==> src/rtl/mult_share_pkg.sv <==
// Purpose : shared constants for the multiplier-sharing arbiter (FSM encoding, counter sizing).
// Latency : n/a (package only).
// Backpressure: n/a.
package mult_share_pkg;

  // FSM encoding, kept as plain 2-bit constants for compatibility with older tooling.
  localparam logic [1:0] IDLE  = 2'd0;
  localparam logic [1:0] ISSUE = 2'd1;
  localparam logic [1:0] DONE  = 2'd2;

  // Width of the ISSUE-cycle counter: it must be able to hold the timeout value itself.
  function automatic int cnt_width(input int timeout_cycles);
    return $clog2(timeout_cycles + 1);
  endfunction

endpackage

==> src/rtl/rr_arbiter_onehot.sv <==
// Purpose : round-robin pick of the first set request strictly after ptr (wrapping).
// Latency : combinational.
// Backpressure: none; the caller decides when the pick is consumed.
// Ports   : req (request levels), ptr (last winner) -> gnt (one-hot), idx (binary), any (some req set).
module rr_arbiter_onehot #(
  parameter int NUM_REQ = 4,
  parameter int IDX_W   = $clog2(NUM_REQ)
) (
  input  logic [NUM_REQ-1:0] req,
  input  logic [IDX_W-1:0]   ptr,
  output logic [NUM_REQ-1:0] gnt,
  output logic [IDX_W-1:0]   idx,
  output logic               any
);

  int               pos;
  logic [IDX_W-1:0] pidx;

  // Walk offsets 1..NUM_REQ from the pointer; the last offset is the pointer itself,
  // so the previous winner only wins again when nobody else is asking.
  always_comb begin
    gnt  = '0;
    idx  = '0;
    any  = 1'b0;
    pos  = 0;
    pidx = '0;
    for (int k = 1; k <= NUM_REQ; k++) begin
      pos = int'(ptr) + k;
      if (pos >= NUM_REQ) pos = pos - NUM_REQ;
      pidx = IDX_W'(pos);
      if (!any && req[pidx]) begin
        any       = 1'b1;
        gnt[pidx] = 1'b1;
        idx       = pidx;
      end
    end
  end

endmodule

==> src/rtl/mult_share_arbiter.sv <==
// Purpose : shares one start/ready multiplier among NUM_REQ requesters with round-robin grant.
// Latency : done 3 cycles after req is sampled in IDLE; 1 for a zero operand; TIMEOUT_CYCLES+1 on timeout.
// Backpressure: requesters hold req until their done pulse; others simply wait for grant.
// Ports   : req/a_flat/b_flat in, grant/done/result/err/busy out; mul_* drive/observe the multiplier.
module mult_share_arbiter
  import mult_share_pkg::*;
#(
  parameter int DATA_WIDTH     = 32,
  parameter int NUM_REQ        = 4,
  parameter int TIMEOUT_CYCLES = 15
) (
  input  logic                          clk,
  input  logic                          reset,
  input  logic [NUM_REQ-1:0]            req,
  input  logic [NUM_REQ*DATA_WIDTH-1:0] a_flat,
  input  logic [NUM_REQ*DATA_WIDTH-1:0] b_flat,
  output logic [NUM_REQ-1:0]            grant,
  output logic [NUM_REQ-1:0]            done,
  output logic [2*DATA_WIDTH-1:0]       result,
  output logic                          err,
  output logic                          busy,
  output logic                          mul_start,
  output logic [DATA_WIDTH-1:0]         mul_multiplier,
  output logic [DATA_WIDTH-1:0]         mul_multiplicand,
  input  logic [2*DATA_WIDTH-1:0]       mul_product,
  input  logic                          mul_ready
);

  localparam int               IDX_W    = $clog2(NUM_REQ);
  localparam int               CNT_W    = cnt_width(TIMEOUT_CYCLES);
  localparam logic [CNT_W-1:0] CNT_ONE  = CNT_W'(1);
  localparam logic [CNT_W-1:0] CNT_LAST = CNT_W'(TIMEOUT_CYCLES);

  logic [1:0]            state;
  logic [IDX_W-1:0]      ptr;
  logic [CNT_W-1:0]      cnt;
  logic [DATA_WIDTH-1:0] op_a;
  logic [DATA_WIDTH-1:0] op_b;
  logic [DATA_WIDTH-1:0] sel_a;
  logic [DATA_WIDTH-1:0] sel_b;
  logic [NUM_REQ-1:0]    arb_gnt;
  logic [IDX_W-1:0]      arb_idx;
  logic                  arb_any;

  rr_arbiter_onehot #(
    .NUM_REQ (NUM_REQ),
    .IDX_W   (IDX_W)
  ) u_rr (
    .req (req),
    .ptr (ptr),
    .gnt (arb_gnt),
    .idx (arb_idx),
    .any (arb_any)
  );

  // One-hot mux of the winner's operands.
  always_comb begin
    sel_a = '0;
    sel_b = '0;
    for (int i = 0; i < NUM_REQ; i++) begin
      if (arb_gnt[i]) begin
        sel_a = sel_a | a_flat[i*DATA_WIDTH +: DATA_WIDTH];
        sel_b = sel_b | b_flat[i*DATA_WIDTH +: DATA_WIDTH];
      end
    end
  end

  // Outputs derived straight from registered state so an async reset clears them at once.
  assign busy             = (state != IDLE);
  assign mul_start        = (state == ISSUE);
  assign mul_multiplier   = op_a;
  assign mul_multiplicand = op_b;
  assign done             = (state == DONE) ? grant : '0;

  always_ff @(posedge clk or negedge reset) begin
    if (!reset) begin
      state  <= IDLE;
      ptr    <= IDX_W'(NUM_REQ - 1);
      cnt    <= '0;
      op_a   <= '0;
      op_b   <= '0;
      grant  <= '0;
      result <= '0;
      err    <= 1'b0;
    end else begin
      case (state)
        IDLE: begin
          if (arb_any) begin
            grant <= arb_gnt;
            ptr   <= arb_idx;
            op_a  <= sel_a;
            op_b  <= sel_b;
            cnt   <= CNT_ONE;
            err   <= 1'b0;
            // The multiplier never answers a zero operand, so answer it here.
            if (sel_a == '0 || sel_b == '0) begin
              result <= '0;
              state  <= DONE;
            end else begin
              state <= ISSUE;
            end
          end
        end
        ISSUE: begin
          // cnt==1 is the first ISSUE cycle: mul_ready may still reflect a stale value.
          if (cnt != CNT_ONE && mul_ready) begin
            result <= mul_product;
            state  <= DONE;
          end else if (cnt == CNT_LAST) begin
            result <= '0;
            err    <= 1'b1;
            state  <= DONE;
          end else begin
            cnt <= cnt + CNT_ONE;
          end
        end
        DONE: begin
          state <= IDLE;
          grant <= '0;
          err   <= 1'b0;
        end
        default: begin
          state <= IDLE;
          grant <= '0;
          err   <= 1'b0;
        end
      endcase
    end
  end

endmodule

==> config.mk <==
export PLATFORM = sky130hd
export DESIGN_NAME = mult_share_arbiter
export DESIGN_NICKNAME = d
export VERILOG_FILES = /design/src/rtl/mult_share_pkg.sv /design/src/rtl/rr_arbiter_onehot.sv /design/src/rtl/mult_share_arbiter.sv
export SDC_FILE = /design/constraint.sdc
export NUM_CORES = 1
export LEC_CHECK = 0
export BUFFER_PORTS_ARGS = -buffer_cell sky130_fd_sc_hd__buf_2
export CORE_AREA = 5 5 176 178
export DETAILED_ROUTE_END_ITERATION = 8
export DIE_AREA = 0 0 181 183
export HOLD_SLACK_MARGIN = 0.05
export PLACE_DENSITY = 0.75
export SYNTH_ARGS = -nofsm -noshare
export SYNTH_HDL_FRONTEND = slang
export SYNTH_SLANG_ARGS = --single-unit
==> constraint.sdc <==
create_clock -name clk -period 4.05 [get_ports clk]
set_input_delay 0.81 -clock clk [delete_from_list [all_inputs] [get_ports clk]]
set_output_delay 0.81 -clock clk [all_outputs]
set_load 0.01 [all_outputs]
==> impl_metrics.csv <==
group,metric,value,unit
timing,hold_slack,0.393,ns
power,leakage,8.74,nW
critical_path,worstReg2RegEnd,"result[1]$_DFFE_PN0P_",
global_route,gr-usage-met2,0.531,
layout,drive_above_1_share,0.427,
timing,fin_crit_sh,1.00,
power,power.density,1030,mW/mm^2
detailed_routing,vias,16700,
critical_path,crit-reg2reg-launch,"ptr[1]$_DFFE_PN1P_",
timing,drv_slew,0,
clock_network,clockRootBuffer,"clkbuf_16",
power,p_int,9.76,mW
floorplan,fp.dieH,183,microns
yosys,ys_async_sr_fraction,1.00,
critical_path,worst-path-max-fanout,8,
clock_network,postCtsHoldBufs,0,
timing,finalSetupViolCount,0,
yosys,ys_ff_latch,141,
clock_network,insertion_delay,0.43,ns
timing,fmax,247,MHz
yosys,synth_edf_count,0,
yosys,syn-instance-count,1680,
hold_path,hold_class,"in2async",
global_route,first_global_vias,15600,
floorplan,initial_core_util,0.463,
clock_network,cts_tree,"built",
run_status,status,"completed",
detailed_routing,firstDrtPassIters,7,
critical_path,reg2reg_slack,0.001,ns
power,p_clk_frac,0.085,
placed_design,dp.cells,2458,
timing,clock_skew,0.0143,ns
detailed_routing,wl_per_cell,24.2,microns
floorplan,rows,63,
critical_path,endpoint_kind,"flip-flop",
clock_network,cts.clk_slew.worst_paths,0.07,ns
global_route,grtUsageTotal,0.341,
timing,finalSetupTns,0,ns
timing,max-slew-margin-rel,0.457,
yosys,yosys_warnings,0,
detailed_routing,drt_iter0_markers,2256,
power,combPwrFrac,0.778,
power,seq_power_share,0.137,
critical_path,crit_arrival,4.36,ns
layout,fillers,2455,
yosys,syn_area_per_cell,8.06,sq um
detailed_routing,drcViolationCount,0,
yosys,yosysSeqAreaShare,0.261,
clock_network,ctsLongestPathBuffers,2,
yosys,synth-main-ff-cell,"dfrtp_1",
placed_design,finalWeightedCongestion,1.01,
run,drv_cap,0,
floorplan,die_w,181,microns
yosys,syn-cell-area,0.0135,sq mm
critical_path,start_kind,"flip-flop",
floorplan,core,0.0292,sq mm
layout,synthToLayoutAreaGrowth,38.7,%
layout,nets,2501,
critical_path,path_class,"reg2reg",
timing,rsz0062_at_grt,"true",
global_route,grt_start_max_net_pins,74,
global_route,grt.busiest_layer,"met2",
floorplan,die-area,0.0331,sq mm
timing,worstMarginPinSlew,0.815,ns
yosys,ys_types,39,
global_route,antenna_found_initial,18,
detailed_routing,vias_per_cell,6.49,
placed_design,hpwl,42200,microns
placed_design,io_buffers,465,
detailed_routing,wirelength,62400,microns
power,fin_total_pwr,19.3,mW
global_route,grt_use_met1,0.434,
floorplan,io_pins,466,
power,p_switching,9.52,mW
timing,period_needed,4.05,ns
global_route,met3_usage,0.0833,
clock_network,cts_sinks,141,
layout,final_core_util,0.642,
clock_network,cts.htree.levels,4,
global_route,grt_pass1_wl,90500,microns
timing,hold_violations,0,
global_route,grt_overflow,0,
clock_network,cts_buffers,17,
power,swShare,0.494,
power,ir_worst_vdd,663,uV
critical_path,worst-r2r-cell-count,17,
critical_path,critical_path_required,4.36,ns
layout,instances_no_fill,2581,
yosys,synth_nets,2015,
detailed_routing,ant_nets,0,
[layout by cell type (no fill, tap or decap), drive strengths merged, types with 3 or more instances in the layout]
cell	count
o21ai	11
mux2	65
nor2b	4
nand2	70
mux4	4
dfrtp	139
inv	268
and3	63
buf	656
nand2b	3
clkbuf	30
ha	8
a21oi	79
nor4	17
nor3b	63
a31oi	258
or3b	4
a211oi	320
nand4	69
clkinvlp	3
nor2	14
and2	8
diode	13
[critical path: stages (launching register included)]
cell and delay, ns:
dfstp_2 0.54, inv_2 0.05, ha_4 0.27, mux4_2 0.55, buf_6 0.16, a21oi_4 0.18
buf_12 0.16, buf_12 0.12, buf_6 0.11, a211oi_1 0.06, a31oi_1 0.21, nand4_1 0.19
nor4_2 0.31, nand4_1 0.23, o21ai_4 0.29, buf_12 0.20, clkbuf_16 0.18, a211oi_2 0.08
[metal layers]
| metal | vias up | part of all wire |
|---|---|---|
| met2 | 1287 | 0.45 |
| met3 | 316 | 0.11 |
| li1 | 7320 | - |
| met1 | 7813 | 0.38 |
| met5 | - | 0.00074 |
| met4 | 8 | 0.070 |
[per-stage QoR]
| step | setup slack [ns] | instance area (sq um) |
|---|---|---|
| 6_report | 0.00138 | 18800 |
| 5_1_grt | -0.132 | 18800 |
| 2_1_floorplan | 0.379 | 13500 |
| 4_1_cts | 0.00758 | 17900 |
| 3_5_place_dp | -0.288 | 16800 |
| 3_3_place_gp | -0.248 | 16800 |
[worst max path at each step]
| stage | start | to | slack (ns) | cells after the start |
|---|---|---|---|---|
| 2_1_floorplan | ptr[0]$_DFFE_PN1P_ | result[0]$_DFFE_PN0P_ | 0.38 | 17 |
| 3_5_place_dp | req[1] | result[48]$_DFFE_PN0P_ | -0.29 | 14 |
| 3_3_place_gp | req[1] | result[53]$_DFFE_PN0P_ | -0.25 | 14 |
| 4_1_cts | ptr[0]$_DFFE_PN1P_ | result[22]$_DFFE_PN0P_ | 0.008 | 17 |
| 6_report | ptr[1]$_DFFE_PN1P_ | result[1]$_DFFE_PN0P_ | 0.001 | 17 |
| 5_1_grt | ptr[1]$_DFFE_PN1P_ | result[1]$_DFFE_PN0P_ | -0.13 | 17 |
[sequential cells by signal, indices dropped and copies added (netlist names)]
register,cells
cnt,4
ptr,2
err,1
mul_multiplier,32
result,64
mul_multiplicand,32
grant,4
state,2
[Yosys cell counts (28+ instances only)]
library cell | n | area, sq um
nor3b_2 | 50 | 626
inv_1 | 264 | 991
buf_4 | 30 | 225
nand4_1 | 69 | 432
buf_6 | 28 | 315
a211oi_2 | 50 | 626
buf_2 | 56 | 280
clkbuf_1 | 85 | 319
and3_1 | 63 | 394
mux2_2 | 65 | 732
nand2_1 | 70 | 263
a211oi_1 | 270 | 2030
a31oi_1 | 258 | 1610
a21oi_1 | 75 | 375
dfrtp_1 | 139 | 3480
[repair_timing]
item,in CTS,in global routing
resized for setup,26,70
endpoints found under the setup margin,66,66
cloned,8,11
endpoints found under the hold margin,0,0
pin swaps,14,49
setup buffers,23,42
[area by class of cell]
class                           instances  area (sq um)  area share
Antenna cell                           13          32.5     0.00173
Multi-Input combinational cell       1075          8340       0.444
Clock inverter                         11           134     0.00713
Tap cell                              390           488      0.0260
Inverter                              264           991      0.0528
Sequential cell                       141          3530       0.188
Timing Repair Buffer                  667          4810       0.256
Clock buffer                           20           447      0.0238
[power groups by stage]
stage	Sequential, mW	Combinational (mW)	Clock [mW]
2_1_floorplan	2.84	7.69	0
3_3_place_gp	2.62	12.3	0
3_5_place_dp	2.63	12.5	0
4_1_cts	2.62	13.5	1.65
5_1_grt	2.69	15.7	1.72
6_report	2.64	15.0	1.65
[logic make-up after synthesis]
group                      synth area share
DFF                                   0.261
adders and majority gates           0.00739
muxes                                0.0607
buffers and inverters                 0.158
and+or+nand+nor                       0.157
AOI/OAI and AO/OA                     0.355
xor gates and xnor gates            0.00194
No activity file was read; power rests on OpenSTA's default activity.
